### config.mk
export PLATFORM = sky130hd
export DESIGN_NAME = multiplier_controller_taint1b
export DESIGN_NICKNAME = d
export VERILOG_FILES = /design/src/rtl/multiplier_controller_taint1b.sv
export SDC_FILE = /design/constraint.sdc
export NUM_CORES = 1
export LEC_CHECK = 0
export ABC_AREA = 1
export CAP_MARGIN = 20
export CORE_AREA = 4 4 41 43
export DETAILED_ROUTE_END_ITERATION = 8
export DIE_AREA = 0 0 45 47
export GPL_ROUTABILITY_DRIVEN = 0
export PLACE_DENSITY = 0.69
export RECOVER_POWER = 100
export SYNTH_ARGS = -nofsm -noshare
export SYNTH_HDL_FRONTEND = slang
export SYNTH_SLANG_ARGS = --single-unit
### constraint.sdc
create_clock -name clk -period 1.3 [get_ports clk]
set_clock_uncertainty 0.1 [all_clocks]
set_input_delay 0.26 -clock clk [delete_from_list [all_inputs] [get_ports clk]]
set_output_delay 0.26 -clock clk [all_outputs]
set_load 0.1 [all_outputs]
### src/rtl/multiplier_controller_taint1b.sv
// multiplier_controller_taint1b
//
// Control FSM for a sequential shift-add multiplier with 1-bit taint tracking.
// Walks the datapath through LOAD, then WIDTH ADD/SHIFT pairs, then a single
// DONE cycle. Each strobe carries a companion taint bit derived from a sticky
// control taint (ctl_t), which absorbs the taint of any start that launches
// an operation.
//
// Optional feature macro: MULT_CTRL_TAINT_RELEASE_EN
//   defined   - ctl_t is cleared on DONE -> IDLE, so each operation is
//               tainted independently
//   undefined - ctl_t stays set until rst (conservative default)
//
// Ports:
//   clk, rst                       clock, synchronous active-high reset
//   start, start_t                 multiply request and its taint
//   multiplierReg, multiplierReg_t loaded multiplier register and its taint
//   mrld, mrld_t                   load multiplier register
//   mdld, mdld_t                   load multiplicand register
//   rsclear, rsclear_t             clear running sum
//   rsload, rsload_t               add multiplicand into running sum
//   rsshr, rsshr_t                 arithmetic shift running sum right by 1
//   busy, busy_t                   operation in progress (LOAD/ADD/SHIFT)
//   done, done_t                   one-cycle pulse, product valid

module multiplier_controller_taint1b #(
    parameter int WIDTH = 4
) (
    input  logic             clk,
    input  logic             rst,
    input  logic             start,
    input  logic             start_t,
    input  logic [WIDTH-1:0] multiplierReg,
    input  logic             multiplierReg_t,
    output logic             mrld,
    output logic             mrld_t,
    output logic             mdld,
    output logic             mdld_t,
    output logic             rsclear,
    output logic             rsclear_t,
    output logic             rsload,
    output logic             rsload_t,
    output logic             rsshr,
    output logic             rsshr_t,
    output logic             busy,
    output logic             busy_t,
    output logic             done,
    output logic             done_t
);

    localparam int CNT_W = (WIDTH > 1) ? $clog2(WIDTH) : 1;
    localparam logic [CNT_W-1:0] CNT_LAST = CNT_W'(WIDTH - 1);

    typedef enum logic [2:0] {
        IDLE,
        LOAD,
        ADD,
        SHIFT,
        DONE
    } state_e;

    state_e           state;
    state_e           next_state;
    logic [CNT_W-1:0] cnt;
    logic             ctl_t;

    // State register
    always_ff @(posedge clk) begin
        if (rst) begin
            state <= IDLE;
        end else begin
            state <= next_state;
        end
    end

    // Bit counter and sticky control taint. The taint of start is absorbed
    // only when start actually launches an operation; multiplierReg_t never
    // steers control flow, so it never reaches ctl_t.
    always_ff @(posedge clk) begin
        if (rst) begin
            cnt   <= '0;
            ctl_t <= 1'b0;
        end else begin
            case (state)
                IDLE: begin
                    if (start) begin
                        ctl_t <= ctl_t | start_t;
                    end
                end
                LOAD: begin
                    cnt <= '0;
                end
                SHIFT: begin
                    if (cnt != CNT_LAST) begin
                        cnt <= cnt + CNT_W'(1);
                    end
                end
                DONE: begin
`ifdef MULT_CTRL_TAINT_RELEASE_EN
                    ctl_t <= 1'b0;
`endif
                end
                default: begin
                end
            endcase
        end
    end

    // Next-state logic; ADD always proceeds to SHIFT regardless of the
    // multiplier bit, which keeps the schedule data-independent.
    always_comb begin
        next_state = state;
        case (state)
            IDLE:    next_state = start ? LOAD : IDLE;
            LOAD:    next_state = ADD;
            ADD:     next_state = SHIFT;
            SHIFT:   next_state = (cnt == CNT_LAST) ? DONE : ADD;
            DONE:    next_state = IDLE;
            default: next_state = IDLE;
        endcase
    end

    // Output logic. Every taint follows ctl_t, except rsload_t which also
    // picks up the multiplier taint while the multiplier bit drives rsload.
    always_comb begin
        mrld      = 1'b0;
        mdld      = 1'b0;
        rsclear   = 1'b0;
        rsload    = 1'b0;
        rsshr     = 1'b0;
        busy      = 1'b0;
        done      = 1'b0;
        mrld_t    = ctl_t;
        mdld_t    = ctl_t;
        rsclear_t = ctl_t;
        rsload_t  = ctl_t;
        rsshr_t   = ctl_t;
        busy_t    = ctl_t;
        done_t    = ctl_t;
        case (state)
            LOAD: begin
                mrld    = 1'b1;
                mdld    = 1'b1;
                rsclear = 1'b1;
                busy    = 1'b1;
            end
            ADD: begin
                rsload   = multiplierReg[cnt];
                rsload_t = ctl_t | multiplierReg_t;
                busy     = 1'b1;
            end
            SHIFT: begin
                rsshr = 1'b1;
                busy  = 1'b1;
            end
            DONE: begin
                done = 1'b1;
            end
            default: begin
            end
        endcase
    end

endmodule

==> out/results.env, run 1 <==
WL_UM=1270
MAXCLOCKFREQUENCY_GHz=0.626
STATUS='finished with violations'
H-TREE-DEPTH=1
ITERATION_0_DRC_COUNT_OF_THE_DETAILED_ROUTER=1
CRITICAL_PATH.N_BUFFERS_INVERTERS=2
DETAIL_ROUTE.FIRST_PASS.ITERATIONS=2
CRITPATHKIND='reg2out'
SYNTHESIS.NETS=65
GRTUSAGETOTAL_PCT=14.1
YOSYS_WARNINGS=0
FIN_NETS=102
LAYOUT_COMMONEST_CELL='sky130_fd_sc_hd__buf_12'
CP_SLOWEST_CELL='sky130_fd_sc_hd__dfxtp_2'
MAXSLEWHEADROOM_PCT=85.7
NUMCTSBUFFERS=3
YOSYS_REGISTER_BITS=6
SYNTHDISTINCTLIBCELLS=16
FINAL_CELL_MIX='sky130_fd_sc_hd__buf_12 (15), sky130_fd_sc_hd__buf_4 (8), sky130_fd_sc_hd__buf_6 (8)'
ROWS=13
TIGHTEST_SLEW_NS=0.214
STARTING_UTILIZATION_OF_THE_CORE_AREA_PCT=28.2
DIE_OUTLINE_AREA_MM2=0.00212
CTS.PATH.MAX_BUFFERS=2
TRITONCTS='built'
FIN_AREA_MM2=0.00102
WORSTPATHCELLLIST='inv_1, nand2_1, nand2_2, nand2_2, a21oi_4, buf_12'
NETLIST_INSTANCES=55
CLOCK_TRANSITION_AT_THE_REGISTERS_OF_THE_REPORTED_PATHS_NS=0.05
DIE-HEIGHT_UM=47
ANTENNA_LEFT=0
POWER_mW=1.02
DPL.HPWL_UM=947
WORSTPATHARRIVAL_NS=1.24
SYNTH_SEQ_AREA_SHARE_PCT=32.8
MAPPEDNETLISTAREA_UM2=367
CELL_REPEATED_MOST_ALONG_THE_WORST_PATH='sky130_fd_sc_hd__nand2_2'
VIAS_PER_CELL=4.82
HOLD_VIOL_FINAL=0
PLACE.PORT_BUFFERS=22
REGTOREGSETUPSLACK_NS=0.11
POST_ROUTE_CELLS_DRIVE_ABOVE_1_SHARE_PCT=64.4
DRC=0
DETAILED_PLACE.AREA_UM2=866
CLKSINKCOUNT=6
CELLPOWERDENSITY_mW_PER_MM2=1000
ANTENNA_FOUND_INITIAL=0
FINAL.PERIOD_UTILIZATION_PCT=123
TIMING.CRITICAL_PATH.FANOUT_MAX=3
GRT_PASS1_VIAS=494
VIOLATIONS='setup timing'
POST_DRT_WL_PER_CELL_UM=12.1
VIA_COUNT=506
CAP_VIOL_MAX_COUNT=0
CRIT_PATH_MAX_INCR_DELAY_NS=0.33
INSERTION_DELAY_NS=0.24
GRT_PASS1_WL_UM=2140
FLOORPLAN.DIE.WIDTH_UM=45
WORST_EP_REQUIRED_TIME_NS=0.94
SYNTHESIS.AREA_PER_INSTANCE_UM2=6.67
CRIT_PATH_END_KIND='output port'
CRITICAL_PATH.STARTPOINT_TYPE='flip-flop'
FINAL-MAX-SLEW-VIOLATION-COUNT=0
SETUP_VIOLATIONS=8
IO-PIN-COUNT=23
SYN_TO_FINAL_GROWTH_PCT=178
SETUP-TNS-FINAL_NS=-1.77
GRT-OVFL-TOTAL=0
CRIT_FAMILY='flip-flops'
RSZ0062_AT_GRT='true'
VDD.IR_DROP.WORST_mV=0.503
FIN_HOLD_WS_NS=0.429
CORE_AREA_MM2=0.00130
PIN_COUNT_OF_THE_BIGGEST_NET_ENTERING_GLOBAL_ROUTING=7
CTS_ROOT_BUFFER='sky130_fd_sc_hd__clkbuf_4'
POST_ROUTE_MINIMUM_PERIOD_NS=1.60
DP_SLACK_NS=-0.354
WORST_HOLD_PATH_TYPE='reg2reg'
N_ANTENNA_CELL=0
POWER.STATIC_LEAKAGE_nW=0.448
SLACK_OF_THE_CRITICAL_PATH_NS=-0.299
-- sequential cells by signal (all words and copies together) (netlist names) --
signal  cells
busy_t      1
cnt         2
state       3
-- kinds of logic (layout without fill, tap and decap cells) --
| group | count (synthesis) | in the layout | share of synthesized area [%] |
|---|---|---|---|
| AND/OR/NAND/NOR | 26 | 26 | 31.7 |
| buffers and inverters | 15 | 50 | 22.5 |
| AO/OA/AOI/OAI | 7 | 7 | 9.55 |
| flip-flops | 6 | 6 | 32.8 |
| adder cells (fa/ha/maj) | 1 | 1 | 3.41 |
-- layer usage --
| metal | routed length [um] | GRT usage [%] |
|---|---|---|
| met3 | 76 | 3.45 |
| met5 | 0 | 0 |
| met1 | 430 | 13.7 |
| met2 | 745 | 28.0 |
| met4 | 20 | 5.85 |
-- path summary, 6_finish.rpt --
kind                            endpoint  startpoint  cells after the start
worst min register to register    cnt[1]      cnt[1]                      2
worst min-delay path              cnt[1]      cnt[1]                      2
worst max register to register    cnt[0]      cnt[0]                      6
worst max-delay path              rsload      cnt[0]                      6
-- through the flow --
step,util [%],cells
finish,78.4,105
global route,78.4,105
CTS,76.3,105
detailed placement,66.5,97
global placement,66.5,97
floorplan,-,55
-- final cells by class --
type                            count  area (um^2)
Timing Repair Buffer               39          534
Fill cell                          76          282
Sequential cell                     6          136
Inverter                            8         35.0
Clock buffer                        3         22.5
Tap cell                           15         18.8
Multi-Input combinational cell     34          273
-- worst reg2reg max path: stages, from the launching register on --
cell and delay [ns]:
sky130_fd_sc_hd__dfxtp_2 0.33, sky130_fd_sc_hd__buf_4 0.13, sky130_fd_sc_hd__ha_1 0.18, sky130_fd_sc_hd__inv_1 0.11
sky130_fd_sc_hd__o21ai_2 0.09, sky130_fd_sc_hd__nor2_1 0.09, sky130_fd_sc_hd__nor2_1 0.05
-- Yosys cell counts --
master	n	area (um^2)
sky130_fd_sc_hd__nand2_1	9	33.8
sky130_fd_sc_hd__inv_1	8	30.0
sky130_fd_sc_hd__buf_4	7	52.6
sky130_fd_sc_hd__nor2_1	7	26.3
sky130_fd_sc_hd__dfxtp_1	6	120
sky130_fd_sc_hd__a21oi_1	5	25.0
sky130_fd_sc_hd__nand3_1	3	15.0
sky130_fd_sc_hd__nor3_1	2	10.0
sky130_fd_sc_hd__ha_1	1	12.5
sky130_fd_sc_hd__nand2_2	1	6.26
sky130_fd_sc_hd__nand4_1	1	6.26
sky130_fd_sc_hd__nor2_2	1	6.26
sky130_fd_sc_hd__nor4_1	1	6.26
sky130_fd_sc_hd__o21ai_0	1	5.00
sky130_fd_sc_hd__o21ai_1	1	5.00
sky130_fd_sc_hd__or2_2	1	6.26
-- report_power, final --
part	switching [mW]	internal [mW]
Combinational	0.389	0.250
Clock	0.0687	0.105
Sequential	0.0150	0.194
-- what timing repair did --
action | CTS | global route
hold buffers | 0 | 0
setup buffers | 5 | 0
pin swaps | 9 | 9
resized for setup | 18 | 9
endpoints found under the setup margin | 8 | 10
No activity file was read; power rests on OpenSTA's default activity.
==> run 2: changes to the inputs <==
Settings changed: CTS_CLUSTER_DIAMETER from default to 200.
==> results of run 2 <==
Same layout as run 1: the final DEF is identical, and so are final timing and power.
